--- config.mk ---
export PLATFORM = sky130hd
export DESIGN_NAME = pool1_cu
export DESIGN_NICKNAME = d
export VERILOG_FILES = /design/src/rtl/pool1_cu.sv
export SDC_FILE = /design/constraint.sdc
export NUM_CORES = 1
export LEC_CHECK = 0
export CORE_MARGIN = 5
export CORE_UTILIZATION = 47
export DETAILED_ROUTE_END_ITERATION = 16
export GPL_TIMING_DRIVEN = 0
export PLACE_DENSITY_LB_ADDON = 0.12
export SLEW_MARGIN = 10
export SYNTH_ARGS = -nofsm -noshare
export SYNTH_HDL_FRONTEND = slang
export SYNTH_SLANG_ARGS = --single-unit
--- constraint.sdc ---
create_clock -name clk -period 2 [get_ports clk]
set_clock_uncertainty 0.1 [all_clocks]
set_input_delay 0.4 -clock clk [delete_from_list [all_inputs] [get_ports clk]]
set_output_delay 0.4 -clock clk [all_outputs]
set_load 0.005 [all_outputs]
--- src/rtl/pool1_cu.sv ---
// Control unit for the 2x2/stride-2 pooling stage: window-ordered reads from the
// conv ping-pong memory, datapath strobes, and ping-pong writes with handoff.
module pool1_cu #(
  parameter int DATA_WIDTH            = 32,
  parameter int IFM_SIZE              = 30,
  parameter int POOL_SIZE             = 2,
  parameter int READ_LATENCY          = 1,
  parameter int DATAPATH_LATENCY      = 1,
  parameter int IFM_SIZE_NEXT         = IFM_SIZE / 2,
  parameter int ADDRESS_SIZE_IFM      = $clog2(IFM_SIZE * IFM_SIZE),
  parameter int ADDRESS_SIZE_NEXT_IFM = $clog2(IFM_SIZE_NEXT * IFM_SIZE_NEXT)
) (
  input  logic                             clk,
  input  logic                             reset,
  input  logic                             start_from_previous,
  output logic                             end_to_previous,
  input  logic                             end_from_next,
  output logic                             start_to_next,
  output logic                             ifm_enable_read_current,
  output logic [ADDRESS_SIZE_IFM-1:0]      ifm_address_read_current,
  output logic                             ifm_sel_current,
  output logic                             pool_first,
  output logic                             pool_enable,
  output logic                             ifm_enable_write_next,
  output logic [ADDRESS_SIZE_NEXT_IFM-1:0] ifm_address_write_next,
  output logic                             ifm_sel_next,
  output logic                             ready
);

  localparam int NOUT = IFM_SIZE_NEXT * IFM_SIZE_NEXT;
  localparam int CW   = (IFM_SIZE_NEXT > 1) ? $clog2(IFM_SIZE_NEXT) : 1;
  localparam int WL   = READ_LATENCY + DATAPATH_LATENCY;
  localparam int DCW  = (WL > 0) ? $clog2(WL + 1) : 1;
  localparam int AW   = ADDRESS_SIZE_IFM;
  localparam int WA   = ADDRESS_SIZE_NEXT_IFM;

  generate
    if (POOL_SIZE != 2 || (IFM_SIZE % 2) != 0 || READ_LATENCY < 1 ||
        DATAPATH_LATENCY < 0 || DATA_WIDTH < 1) begin : g_bad_cfg
      $error("pool1_cu: unsupported configuration");
    end
  endgenerate

  typedef enum logic [1:0] {IDLE, POOL, DRAIN} state_t;

  state_t          state, state_nxt;
  logic [1:0]      smp;
  logic [CW-1:0]   wcol, wrow;
  logic [AW-1:0]   base, offset;
  logic [DCW-1:0]  dcnt;
  logic [WA-1:0]   waddr;
  logic            out_full, sel_cur, sel_nxt;
  logic            last_col, last_row, last_rd, accept, rd_en, smp0, smp3;

  logic [READ_LATENCY:1] en_pipe, first_pipe;
  logic [WL:1]           wr_pipe;

  assign last_col = (wcol == CW'(IFM_SIZE_NEXT - 1));
  assign last_row = (wrow == CW'(IFM_SIZE_NEXT - 1));
  assign rd_en    = (state == POOL);
  assign smp0     = rd_en && (smp == 2'd0);
  assign smp3     = rd_en && (smp == 2'd3);
  assign last_rd  = smp3 && last_col && last_row;

  assign end_to_previous = (state == IDLE) && !out_full;
  assign accept          = start_from_previous && end_to_previous;
  assign start_to_next   = out_full && end_from_next;
  assign ready           = (state == IDLE);

  always_ff @(posedge clk or posedge reset) begin
    if (reset) state <= IDLE;
    else       state <= state_nxt;
  end

  always_comb begin
    state_nxt = state;
    case (state)
      IDLE:    if (accept) state_nxt = POOL;
      POOL:    if (last_rd) state_nxt = DRAIN;
      DRAIN:   if (dcnt == DCW'(WL)) state_nxt = IDLE;
      default: state_nxt = IDLE;
    endcase
  end

  // Sample offset inside the current 2x2 window: (0,0) (0,1) (1,0) (1,1).
  always_comb begin
    offset = '0;
    case (smp)
      2'd0: offset = '0;
      2'd1: offset = AW'(1);
      2'd2: offset = AW'(IFM_SIZE);
      2'd3: offset = AW'(IFM_SIZE + 1);
      default: offset = '0;
    endcase
  end

  assign ifm_address_read_current = base + offset;
  assign ifm_enable_read_current  = rd_en;
  assign ifm_sel_current          = sel_cur;

  // Window walk; base skips the odd row at the end of each window row.
  always_ff @(posedge clk or posedge reset) begin
    if (reset) begin
      smp     <= '0;
      wcol    <= '0;
      wrow    <= '0;
      base    <= '0;
      dcnt    <= '0;
      sel_cur <= 1'b0;
    end else begin
      if (rd_en) begin
        smp <= smp + 2'd1;
        if (smp == 2'd3) begin
          if (last_col) begin
            wcol <= '0;
            if (last_row) begin
              wrow <= '0;
              base <= '0;
            end else begin
              wrow <= wrow + CW'(1);
              base <= base + AW'(2 + IFM_SIZE);
            end
          end else begin
            wcol <= wcol + CW'(1);
            base <= base + AW'(2);
          end
        end
      end
      if (state == DRAIN) dcnt <= dcnt + DCW'(1);
      else                dcnt <= '0;
      if (last_rd) sel_cur <= !sel_cur;
    end
  end

  always_ff @(posedge clk or posedge reset) begin
    if (reset) begin
      en_pipe    <= '0;
      first_pipe <= '0;
      wr_pipe    <= '0;
    end else begin
      en_pipe[1]    <= rd_en;
      first_pipe[1] <= smp0;
      wr_pipe[1]    <= smp3;
      for (int i = 2; i <= READ_LATENCY; i++) begin
        en_pipe[i]    <= en_pipe[i-1];
        first_pipe[i] <= first_pipe[i-1];
      end
      for (int i = 2; i <= WL; i++) wr_pipe[i] <= wr_pipe[i-1];
    end
  end

  assign pool_enable           = en_pipe[READ_LATENCY];
  assign pool_first            = first_pipe[READ_LATENCY];
  assign ifm_enable_write_next = wr_pipe[WL];

  // out_full only sets while clear (no map accepted when full), so set/clear never collide.
  always_ff @(posedge clk or posedge reset) begin
    if (reset) begin
      waddr    <= '0;
      out_full <= 1'b0;
      sel_nxt  <= 1'b0;
    end else begin
      if (start_to_next) begin
        out_full <= 1'b0;
        sel_nxt  <= !sel_nxt;
      end
      if (wr_pipe[WL]) begin
        if (waddr == WA'(NOUT - 1)) begin
          waddr    <= '0;
          out_full <= 1'b1;
        end else begin
          waddr <= waddr + WA'(1);
        end
      end
    end
  end

  assign ifm_address_write_next = waddr;
  assign ifm_sel_next           = sel_nxt;

endmodule

* Word-level counts from Yosys, hierarchy flattened
Cells that the tools add are included.
Storage, ports and cells: register bits 39, input bits 4, output and inout port bits 27, word-level logic and storage cells 62
Cells by class: $add $sub $neg 8, equality and inequality tests 12, multiplexer cells 14, reduce and logical (&&, ||, !) cells 15
Operators by type and width (number):
- one-hot mux 10 bit (4 select lines) | 1
- two-way mux 10 bit | 2
- adder 10 bit | 1
- adder 10 x 2 -> 10 bit, second input constant | 1
- adder 10 x 6 -> 10 bit, second input constant | 1
- adder 4 x 1 -> 4 bit, second input constant | 2
- adder 8 x 1 -> 8 bit, second input constant | 1
- == test 2 bit, second input constant | 4
- == test 4 bit, second input constant | 2
- == test 8 bit, second input constant | 1
- two-way mux 2 bit | 4
- two-way mux 4 bit | 2
- two-way mux 8 bit | 1
- logical AND 1 bit | 7
- one-hot mux 2 bit (3 select lines) | 1
- AND reduction 3 bit | 2
- adder 2 x 1 -> 2 bit, second input constant | 2
- == test 2 x 1 -> 1 bit, second input constant | 2
- logical NOT 2 bit | 2
- != test 2 bit, second input constant | 2
- logical NOT 1 bit | 3
- two-way mux 1 bit | 3
- != test 2 x 1 -> 1 bit, second input constant | 1
- AND reduction 2 bit | 1

* Depth between registers and ports, before layout
Gate-level depths: netlist of run 1.
depth in word-level cells 6, mapped depth 10

* Worst setup path before layout of run 1
Ideal clock, no wire load.
kind register to output, from register smp[0], to output port ifm_address_read_current[8], data arrival time 1.615 ns, required time 1.500 ns, slack -0.115 ns, cell stages (with the launch flop) 8, path buffers 1, path through dfrtp_1 > inv_1 > ha_1 > or2_0 > clkbuf_1 > a221o_1 > nand2b_1 > xnor2_1
Between the ends: longest elaborated chain between the ends 3
Ends and longest elaborated chain:
- from (decl) | line 47 | logic [1:0] smp;
- from (signal assigned) | line 112 | smp <= smp + 2'd1;
- == test 2 bit (tied with other cells) | line 88 | case (smp)
- one-hot mux 10 bit (4 select lines) (*) | line 88
- adder 10 bit (*) | line 97 | assign ifm_address_read_current = base + offset;
- to (decl) | line 20 | output logic [ADDRESS_SIZE_IFM-1:0] ifm_address_read_current,
Mark *: on every way between the ends. The rest lies on a longest branch, timed or not. The select of a mux whose other input is x is not followed.

* Worst setup path in the final report of run 1
Same ends and word-level chain as after synthesis.

==> results.cfg, run 1 <==
[outcome]
violations = negative setup slack
outcome = finished, violations left

[pwr]
intPower_mw = 1.06
sw_frac_of_total_pct = 21.2
power_mw = 1.35
vdd_drop_max_v = 0.000492
p_leak_nw = 1.32
p_switching_mw = 0.286
p_seq_share_pct = 57.3
p_comb_share_pct = 2.5
p_per_area_nw_per_um2 = 466
clockPowerShare_pct = 40.2

[global_routing]
gr-total-overflow = 0
grt_pass1_wl_mm = 7.84
grt_pass1_vias = 1711
grt_max_degree = 39
antenna_found_initial = 0
grtUsageTotal_pct = 16.0

[floorplan]
num_rows = 24
start_util_pct = 48.7
core_area_um2 = 4380
num_io_pins = 31
dieArea_um2 = 5990
die_w_um = 77.4
die-height_um = 77.4

[routing]
num_vias = 1830
avgViaCountPerCell = 5.41
wl_per_cell_um = 14.0
drtPass1Iterations = 4
drc_errors = 0
finalWirelength_mm = 4.72
drt_iter0_markers = 96
drtAntennaViolNets = 0

[yosys]
syn_nets = 247
ys.warnings.count = 0
async_reset_ff_share_pct = 100
synth.top_cells.by_area = dfrtp_1, o21ai_0, ha_1
ys_seq_elements = 38
syn-cell-area_um2 = 2130
synth_cells = 233
synth_cell_types = 44
postSynthAreaPerCell_um2 = 9.16
synth_top_area_share_pct = 44.5
synth_ff_type = dfrtp_1
synth_edf_count = 0
synth.largest_area_cell = dfrtp_1
yosysSeqAreaShare_pct = 44.5

[setup_path]
cpMaxStageDelayCell = dfrtp_2
cp_max_fo = 5
startpoint = smp[0]
crit_end = ifm_address_read_current[8]
r2r_end = ifm_sel_current
worstPathCellList = inv_4, ha_4, buf_6, o21ai_2, o311ai_1, a221o_1, nand2b_1, xnor2_1, buf_2
arrival_ns = 2.04
critPathCaptureType = output pin
required_ns = 1.50
path_class = flip-flop to output pin
start_kind = flip-flop
rrSetupSlack_ns = 0.18
rr_startpoint = smp[0]
critPathMaxStageDelay_ns = 0.45
worstRegToRegCells = 6

[clocking]
ctsHoldBuffers = 0
clockRootBuffer = clkbuf_8
cts.sinks = 38
clkSlewWorstSetupHoldPaths_ns = 0.07
htree_levels = 2
cts_tree = done
clock_latency_ns = 0.29
cts_buffers = 5
cts_buffer_depth = 2

[layout]
diodes = 0
nets = 299
fill_cells = 349
area.growth.synth_to_final_pct = 35.8
drive_above_1_share_pct = 26.6
final_common_cell = dfrtp_1
final_util_pct = 66.1
final_area_um2 = 2900
final_cell_mix = dfrtp_1, nand2_1, o21ai_0

[timing]
tightestPinTransition_ns = 0.775
hold_viol = 0
period_minus_slack_ns = 2.54
setup_viol = 9
slew_violations = 0
timing.final.crit_share_pct = 127
setup_ws_ns = -0.538
rsz0062_at_grt = true
fmaxAchievable_mhz = 394
slew-limit-headroom_pct = 48.2

[place]
finalWeightedCongestion = 0.749
place_area_um2 = 2520
hpwl_mm = 2.98
io_buffer_count = 30

[flow_run]
max-cap-violations = 0

[hold_path]
whs_path_depth = 0
min_from = wr_pipe[1]
hold_class = flip-flop to flip-flop
synthesized netlist by cell type, drive strengths merged, types with 2 or more instances:
cell type	instances
nand3b	2
nand4b	3
a21oi	12
nand2b	4
nor3	4
and3	3
o211ai	2
buf	8
nor2	21
xnor2	12
o311ai	2
a41oi	2
nand3	10
and2	3
nand2	26
xor2	5
nand4	6
a31oi	2
dfrtp	38
ha	10
o22ai	3
a31o	2
inv	10
o21ai	26
a21o	2
clkbuf	4
critical path: cells and delay by family (launching register included):
family	cells	cell delay (ns)
adders and majority gates	1	0.19
xor gates and xnor gates	1	0.11
AOI/OAI and AO/OA	3	0.60
and+or+nand+nor	1	0.10
buffers and inverters	3	0.31
DFF	1	0.45
how the worst min path moves through the flow:
| stage | to | slack (ns) |
|---|---|---|
| final | wr_pipe[2] | 0.26 |
| after global routing | wr_pipe[2] | 0.27 |
| after CTS | wr_pipe[2] | 0.26 |
| after detailed placement | wr_pipe[2] | 0.25 |
| after global placement | wr_pipe[2] | 0.24 |
| after floorplan | wr_pipe[2] | 0.23 |
sequential cells by signal, summed over array words and instances (netlist names):
name and cells:
ifm_address_write_next 8, base 9, wrow 4, pool_first 1
ifm_sel_next 1, pool_enable 1, smp 2, dcnt 2
wr_pipe 2, ifm_sel_current 1, wcol 4, out_full 1
state 2
metal layers:
metal | share of wire, % | GRT usage, %
met1 | 46 | 20.7
met4 | 1.6 | 6.36
met2 | 48 | 24.7
met3 | 3.5 | 5.32
met5 | 0 | 0
cells by family (layout without fill, tap and decap cells):
group | after synthesis | count (layout) | share of synthesized area (%)
AO/OA/AOI/OAI | 56 | 56 | 15.5
multiplexers | 1 | 1 | 0.528
AND/OR/NAND/NOR | 88 | 88 | 21.6
adder cells (fa/ha/maj) | 10 | 10 | 5.86
buffers and inverters | 22 | 75 | 4.81
XOR/XNOR | 17 | 17 | 6.98
other | 1 | 1 | 0.176
flip-flops | 38 | 38 | 44.5
metrics by stage:
step                      TNS [ns]  hold slack (ns)  instances  setup slack [ns]
final                        -3.52            0.259        338            -0.538
after global routing         -4.47            0.271        338            -0.650
after CTS                    -3.26            0.263        334            -0.505
after detailed placement     -4.78            0.247        315            -0.666
after global placement      -11.60            0.243        315            -0.649
after floorplan                  0            0.231        233            0.0160
final cells by class:
class	count	area, um2	area share [%]
tap	52	65.1	2.24
inverter	10	40.0	1.38
buffer	12	85.1	2.93
multi-input combinational	173	1250	43.0
clock inverter	1	5.00	0.173
sequential	38	956	33.0
clock buffer	7	86.3	2.98
timing repair buffer	45	415	14.3
power by group through the flow:
stage                     Clock, mW  Combinational [mW]  Sequential, mW
after floorplan                   0              0.0146           0.790
after global placement            0              0.0361           0.789
after detailed placement          0              0.0367           0.789
after CTS                     0.552              0.0356           0.774
after global routing          0.599              0.0395           0.775
final                         0.542              0.0338           0.774
repair_timing:
item,in CTS,in global routing
endpoints found under the setup margin,12,16
gates resized for setup,67,21
buffers inserted,11,4
pin swaps,16,8
Power figures use the tool's default switching activity.
==> run 2, diff against run 1 <==
--- a/config.mk
+++ b/config.mk
@@ -6,7 +6,8 @@
 export NUM_CORES = 1
 export LEC_CHECK = 0
 export CORE_MARGIN = 5
-export CORE_UTILIZATION = 47
+export CORE_UTILIZATION = 28
+export CTS_CLUSTER_SIZE = 8
 export DETAILED_ROUTE_END_ITERATION = 16
 export GPL_TIMING_DRIVEN = 0
 export PLACE_DENSITY_LB_ADDON = 0.12
==> run 2 against run 1 <==
Compared with the run above: the flow still finishes with violations (negative setup slack); highest routed layer unchanged; largest power group unchanged; critical endpoint unchanged; largest cell class unchanged; clock-buffer cell count stayed put; final cell count is 18% higher; hold slack better by 0.0074 ns; utilization is 24 points lower.
==> results.cfg, run 2 (synthesis results as in run 1) <==
[setup_path]
worstRegToRegCells = 10
arrival_ns = 2.08
cp_max_fo = 4
worstPathCellList = inv_4, ha_4, buf_6, o21ai_4, o311ai_2, a221o_1, nand2b_1, xnor2_1, buf_2
start_kind = flip-flop
required_ns = 1.50
cpMaxStageDelayCell = dfrtp_2
critPathCaptureType = output pin
path_delay_family = compound AO/OA/AOI/OAI gates
path_buf_inv = 3
critPathMaxStageDelay_ns = 0.44
startpoint = smp[0]
r2r_end = base[9]
path_class = flip-flop to output pin
rrSetupSlack_ns = -0.02
rr_startpoint = smp[1]

[floorplan]
core_area_um2 = 7330
num_io_pins = 31
die_w_um = 97.3
num_rows = 31
start_util_pct = 29.1
die-height_um = 97.3
dieArea_um2 = 9470

[timing]
timing.final.crit_share_pct = 129
setup_viol = 11
hold_viol = 0
period_minus_slack_ns = 2.58
slew_violations = 0
fmaxAchievable_mhz = 387
setup_ws_ns = -0.584
rsz0062_at_grt = true

[layout]
final_util_pct = 42.3
diodes = 0
drive_above_1_share_pct = 31.0
largest_reg_flops = 9
largest_register = base
final_cell_mix = dfrtp_1, nand2_1, buf_4
final_common_cell = dfrtp_1
stdcell_count = 399
nets = 313
area.growth.synth_to_final_pct = 45.2

[clocking]
cts.sinks = 38
htree_levels = 2
cts_buffer_depth = 2
ctsHoldBuffers = 0
cts_buffers = 5
cts_tree = done
clkSlewWorstSetupHoldPaths_ns = 0.08
clockRootBuffer = clkbuf_8
clock_latency_ns = 0.30

[outcome]
outcome = finished, violations left
violations = negative setup slack

[routing]
wl_per_cell_um = 13.5
avgViaCountPerCell = 4.72
drc_errors = 0
num_vias = 1883
drtPass1Iterations = 4
drtAntennaViolNets = 0
drt_iter0_markers = 51
finalWirelength_mm = 5.41

[place]
finalWeightedCongestion = 0.747
hpwl_mm = 3.39
dp.cells = 363
io_buffer_count = 30
dpl_worst_slack_ns = -0.695

[global_routing]
antenna_found_initial = 0
grtUsageTotal_pct = 11.1
grt_max_degree = 28
grt_pass1_wl_mm = 8.63
grt_pass1_vias = 1765
gr-total-overflow = 0

[pwr]
p_per_area_nw_per_um2 = 445
power_mw = 1.38
p_leak_nw = 1.40
vdd_drop_max_v = 0.000359

[flow_run]
max-cap-violations = 0

[hold_path]
hold_class = input port to async pin
run 2: cell types whose count changed in the layout (fill, tap and decap cells not counted), sizes merged:
cell	before	now
clkdlybuf4s50	18	17
buf	33	47
dlymetal6s2s	2	0
dlygate4sd2	1	4
run 2: worst max path at each step:
stage | endpoint | slack, ns | cells past startpoint
floorplan | ifm_address_read_current[8] | 0.02 | 6
global placement | ifm_address_read_current[8] | -0.71 | 7
detailed placement | ifm_address_read_current[8] | -0.69 | 7
CTS | ifm_address_read_current[8] | -0.62 | 8
global route | ifm_address_read_current[8] | -0.70 | 8
finish | ifm_address_read_current[8] | -0.58 | 9
run 2: timing repair:
action / 4_1_cts / 5_1_grt
cloned: 0 / 1
gates resized for setup: 76 / 28
pin swaps: 17 / 7
buffers inserted: 19 / 9
endpoints found under the setup margin: 14 / 25
run 2: area by class of cell:
class | instances | area (um2)
Tap cell | 99 | 124
Sequential cell | 38 | 953
Timing Repair Buffer | 60 | 538
Fill cell | 720 | 4230
Buffer | 11 | 80.1
Clock inverter | 1 | 5.00
Clock buffer | 7 | 86.3
Inverter | 10 | 40.0
Multi-Input combinational cell | 173 | 1270
run 2: power breakdown:
group	switching, mW	internal (mW)
Clock	0.288	0.279
Sequential	0.00252	0.772
Combinational	0.0214	0.0184
Total	0.312	1.07
run 2: through the flow:
step / TNS (ns) / area [um2] / hold WS [ns]
2_1_floorplan: 0 / 2150 / 0.231
3_3_place_gp: -18.00 / 2570 / 0.243
3_5_place_dp: -4.99 / 2590 / 0.252
4_1_cts: -4.24 / 2910 / 0.267
5_1_grt: -5.44 / 3100 / 0.278
6_report: -4.00 / 3100 / 0.266
run 2: per-layer routing:
layer / routed length [um] / global-route usage, %
met1: 2630 / 14.9
met2: 2490 / 17.1
met3: 191 / 2.87
met4: 90 / 4.15
met5: 0 / 0
run 2: worst register-to-register path, stage by stage, from the launching register on:
cell and delay (ns):
dfrtp_2 0.46, buf_4 0.16, ha_4 0.18, buf_6 0.13
buf_4 0.13, nand3b_1 0.16, inv_2 0.13, buf_12 0.15
buf_6 0.12, a31oi_1 0.12, a21oi_1 0.06
==> RTL edit 1, RTL diff (settings of run 2) <==
Encoding of `state_t`: now one-hot (3 bits for 3 states).
--- a/src/rtl/pool1_cu.sv
+++ b/src/rtl/pool1_cu.sv
@@ -41,7 +41,7 @@
     end
   endgenerate
 
-  typedef enum logic [1:0] {IDLE, POOL, DRAIN} state_t;
+  typedef enum logic [2:0] {IDLE = 3'b001, POOL = 3'b010, DRAIN = 3'b100} state_t;
 
   state_t          state, state_nxt;
   logic [1:0]      smp;
Behaviour: no difference found for any inputs over 10 cycles, from zero or initial values and one cycle with reset high; not proved beyond that.
==> RTL edit 1 against run 2 <==
  * Utilization fell by 1.1 points
  * Worst setup slack improved by 0.23 ns
  * Total power rose by 8.0%
  * Register-to-register slack improved by 0.20 ns
  * Sequential cell count rose by 1
  * Count of clock-buffer cells in the layout fell by 2
  * Area after synthesis fell by 1.2%
  * Critical endpoint is now ifm_address_read_current[4]
  * Cell area fell by 3.2%
  * Non-clock buffer count fell by 15
  * Critical path depth fell by 1
  * Via count fell by 6.7%
  * Highest routed layer unchanged
  * Routed wire length fell by 8.5%
  * The flow still finishes with violations (negative setup slack)
==> RTL edit 1: results <==
[clock_network]
cts_root_buffer = "clkbuf_8"

[drt]
wire_per_inst_um = 13.3
drt-total-wl_mm = 4.94
num_vias = 1757
firstDrtPassIters = 6
drt_iter0_drc = 56

[power_and_ir_drop]
p_clk_uw = 657
ir_drop_mv = 0.388
p_leak_nw = 1.29
swShare_pct = 20.7
p_int_mw = 1.18

[sta]
fin_ws_ns = -0.351
setup-tns-final_ns = -2.64
finalSetupViolCount = 9

[global_routing]
grt_max_degree = 28
track_usage_pct = 10.7
grt_pass1_wl_mm = 8.37
grt_pass1_vias = 1720

[critical_path]
cp-endpoint = "ifm_address_read_current[4]"
r2r_slack_ns = 0.18
worstReg2RegEnd = "base[2]"
worstSetupStartpoint = "smp[1]"
crit_fanout = 4
rr_worst_depth = 8
cp.arrival_ns = 1.85
crit_slowest_cell = "dfrtp_1"
cp_top_family = "flip-flops"

[place]
dpl.hpwl_mm = 3.28
placed_cells = 348
gp_congestion = 0.754

[synthesis]
yosysSeqAreaShare_pct = 46.4
yosys-top-cells-area = "dfrtp_1 45%, ha_1 5.9%, xnor2_1 5.4%"
synthXorXnorAreaFrac_pct = 7.48
synth_compound_area_share_pct = 15.2
postSynthCellCount = 218
synthMuxAreaShare_pct = 0.475
netlist_top_cells_count = "38 x dfrtp_1, 21 x nand2_1, 17 x o21ai_0"
ys_types = 50
synthAdderAreaFrac_pct = 5.93
synth_fp_nets = 232

[cells_and_area]
fin_nets = 285
drive_gt1_share_pct = 29.0
fillCellCount = 742

[run_status]
violations = "negative setup slack"
status = "finished, violations left"

[min_path]
min_path_type = "flip-flop to flip-flop"
## RTL edit 1: how the worst min path moves through the flow
stage                           from         end  slack [ns]  cells past startpoint
final                     wr_pipe[1]  wr_pipe[2]        0.25                      0
after global routing      wr_pipe[1]  wr_pipe[2]        0.28                      0
after CTS                 wr_pipe[1]  wr_pipe[2]        0.26                      0
after detailed placement  wr_pipe[1]  wr_pipe[2]        0.24                      0
after global placement    wr_pipe[1]  wr_pipe[2]        0.23                      0
after floorplan           wr_pipe[1]  wr_pipe[2]        0.23                      0
## RTL edit 1: cell type report
class	count	area [µm²]	area share [%]
multi-input combinational	160	1250	41.8
sequential	39	982	32.7
timing repair buffer	49	434	14.5
tap	99	124	4.13
clock buffer	5	68.8	2.29
buffer	7	57.6	1.92
clock inverter	3	43.8	1.46
inverter	9	36.3	1.21
## RTL edit 1: per-layer routing
metal	vias up	wire, µm	share of wire [%]	track usage, %
met5	-	0	0	0
met4	0	40	0.81	2.92
met1	835	2380	48	14.2
li1	881	-	-	-
met3	5	261	5.3	3.31
met2	36	2260	46	16.7
## RTL edit 1: cells by family (layout without fill, tap and decap cells)
group / count (synthesis) / count (layout)
and+or+nand+nor: 77 / 77
adders and majority gates: 10 / 10
muxes: 1 / 1
other: 1 / 1
buffers and inverters: 20 / 73
xor gates and xnor gates: 18 / 18
AOI/OAI and AO/OA: 52 / 53
DFF: 39 / 39
## RTL edit 1: through the flow
stage	setup slack (ns)	hold slack (ns)	instance area, µm²
after floorplan	0.0000662	0.231	2110
after global placement	-0.857	0.234	2530
after detailed placement	-0.831	0.241	2550
after CTS	-0.362	0.255	2890
after global routing	-0.445	0.275	3000
final	-0.351	0.255	3000
## RTL edit 1: repair_timing
action	in CTS	in global routing
setup endpoints to repair	13	27
pin swaps	18	8
setup buffers	13	5
gates cloned	1	0
gates resized for setup	75	17
==> RTL edit 2, RTL diff (settings of run 2) <==
Without the edit above. Set the parameter `READ_LATENCY` to 2 (it was 1).
--- a/src/rtl/pool1_cu.sv
+++ b/src/rtl/pool1_cu.sv
@@ -4,7 +4,7 @@
   parameter int DATA_WIDTH            = 32,
   parameter int IFM_SIZE              = 30,
   parameter int POOL_SIZE             = 2,
-  parameter int READ_LATENCY          = 1,
+  parameter int READ_LATENCY          = 2,
   parameter int DATAPATH_LATENCY      = 1,
   parameter int IFM_SIZE_NEXT         = IFM_SIZE / 2,
   parameter int ADDRESS_SIZE_IFM      = $clog2(IFM_SIZE * IFM_SIZE),
Formal check against the unedited RTL: not equivalent (Yosys sat finds a counterexample within 4 cycles, from zero or initial values and one cycle with reset high).
==> RTL edit 2 against run 2 <==
  * The flow still finishes with violations (negative setup slack)
  * Routed wire length is 6.0% lower
  * Total power up 14%
  * Sequential cell count rose by 3
  * Cell area did not move
  * Utilization down 2.0 points
  * Maximum frequency grew 3.2%
  * Die area up 2.7%
  * Critical endpoint unchanged
  * Synthesized cell count did not move
  * Sequential power increased by 7.9%
  * Via count shrank 2.7%
  * Worst hold slack worse by 0.026 ns
  * Area after synthesis up 3.0%
  * Worst setup slack improved by 0.081 ns
==> RTL edit 2: results <==
[run_status]
status = "finished, violations left"
violations = "negative setup slack"

[synthesis]
async_flop_share_pct = 100
avgSynthCellArea_um2 = 9.44
ys_types = 42
yosysSeqAreaShare_pct = 46.6
yosys_warnings = 0
yosys-top-cells-area = "dfrtp_1 47%, xnor2_1 6.0%, ha_1 5.7%"
netlist_top_cells_count = "41 x dfrtp_1, 29 x nand2_1, 20 x o21ai_0"
synth_fp_nets = 247

[sta]
finalSetupViolCount = 9
drv_slew = 0
setup-tns-final_ns = -3.88
fin_ws_ns = -0.503

[power_and_ir_drop]
ir_drop_mv = 0.277
swShare_pct = 20.1
p_leak_nw = 1.37

[clock_network]
clk-insertion-delay-late_ns = 0.29
cts_buffers = 5
cts.htree.levels = 2
clk_path_buf_depth = 2
cts_root_buffer = "clkbuf_8"
clkTransAtPathRegs_ns = 0.08

[global_routing]
track_usage_pct = 10.6
gr-total-overflow = 0
grt_pass1_wl_mm = 8.45
grt_pass1_vias = 1775
grt_max_degree = 36
antenna_found_initial = 0

[drt]
firstDrtPassIters = 4
vias_per_cell = 4.62
drt-total-wl_mm = 5.08
drt_iter0_drc = 39
wire_per_inst_um = 12.8

[place]
dpl.hpwl_mm = 3.35
gp_congestion = 0.782
portBuffers = 30
placed_cells = 366

[cells_and_area]
drive_gt1_share_pct = 27.1
fillCellCount = 793
top_register = "base"
fin_nets = 308
largest_reg_flops = 9
n_antenna_cell = 0

[critical_path]
endpoint_kind = "primary output"
crit_fanout = 6
cp.arrival_ns = 2.00

[min_path]
min_path_type = "input port to async pin"
==> RTL edit 2: critical path, cell delays in order (launching register included) <==
cell,delay (ns)
dfrtp_2,0.44
inv_2,0.07
ha_4,0.21
o21ai_4,0.14
o311ai_2,0.11
a221o_1,0.38
nand2b_1,0.10
xnor2_1,0.12
buf_2,0.14
==> RTL edit 2: kinds of logic after synthesis <==
family | after synthesis | share of synthesized area, %
simple gates | 84 | 18.8
compound gates | 57 | 16.2
flops | 41 | 46.6
buf+inv | 21 | 4.89
xor+xnor | 18 | 7.17
fa+ha+maj | 10 | 5.69
other cells | 1 | 0.170
mux | 1 | 0.455
==> RTL edit 2: final cells by class <==
type,count,share of cell area (%)
inverter,10,1.21
buffer,10,2.30
clock inverter,1,0.969
timing repair buffer,55,15.7
clock buffer,7,2.79
tap,102,4.12
multi-input combinational,171,39.8
sequential,41,33.2
==> RTL edit 2: path summary, 6_finish.rpt <==
kind	startpoint	end	slack, ns	cells after the start
worst max-delay path	smp[0]	ifm_address_read_current[8]	-0.50	8
worst min-delay path	reset	base[4]	0.24	2
worst max register to register	smp[0]	base[6]	0.15	8
worst min register to register	en_pipe[1]	en_pipe[2]	0.25	0
max in group asynchronous	reset	smp[1]	1.12	3
min in group clk	en_pipe[1]	en_pipe[2]	0.25	0
==> RTL edit 2: layer usage <==
| layer | vias to the layer above | part of all wire (%) | GRT usage (%) |
|---|---|---|---|
| met1 | 867 | 50 | 14.1 |
| met5 | - | 0 | 0 |
| li1 | 937 | - | - |
| met2 | 24 | 46 | 16.8 |
| met3 | 5 | 3.1 | 2.41 |
| met4 | 0 | 1.3 | 3.89 |
==> RTL edit 2: timing repair <==
action / in CTS / in global routing
buffers inserted: 13 / 12
endpoints found under the setup margin: 23 / 22
pin swaps: 17 / 14
resized for setup: 65 / 18
cloned: 0 / 0
==> RTL edit 2: power groups by stage <==
stage | clock [mW] | combinational (mW) | sequential (mW)
after global placement | 0 | 0.0396 | 0.851
after CTS | 0.727 | 0.0439 | 0.835
after floorplan | 0 | 0.0155 | 0.852
final | 0.699 | 0.0407 | 0.835
after global routing | 0.759 | 0.0471 | 0.835
after detailed placement | 0 | 0.0446 | 0.851
==> RTL edit 2: through the flow <==
step	worst slack, ns	cell area (µm²)
after detailed placement	-0.710	2680
after floorplan	0.00614	2230
after global routing	-0.670	3100
final	-0.503	3100
after global placement	-0.766	2660
after CTS	-0.538	2950
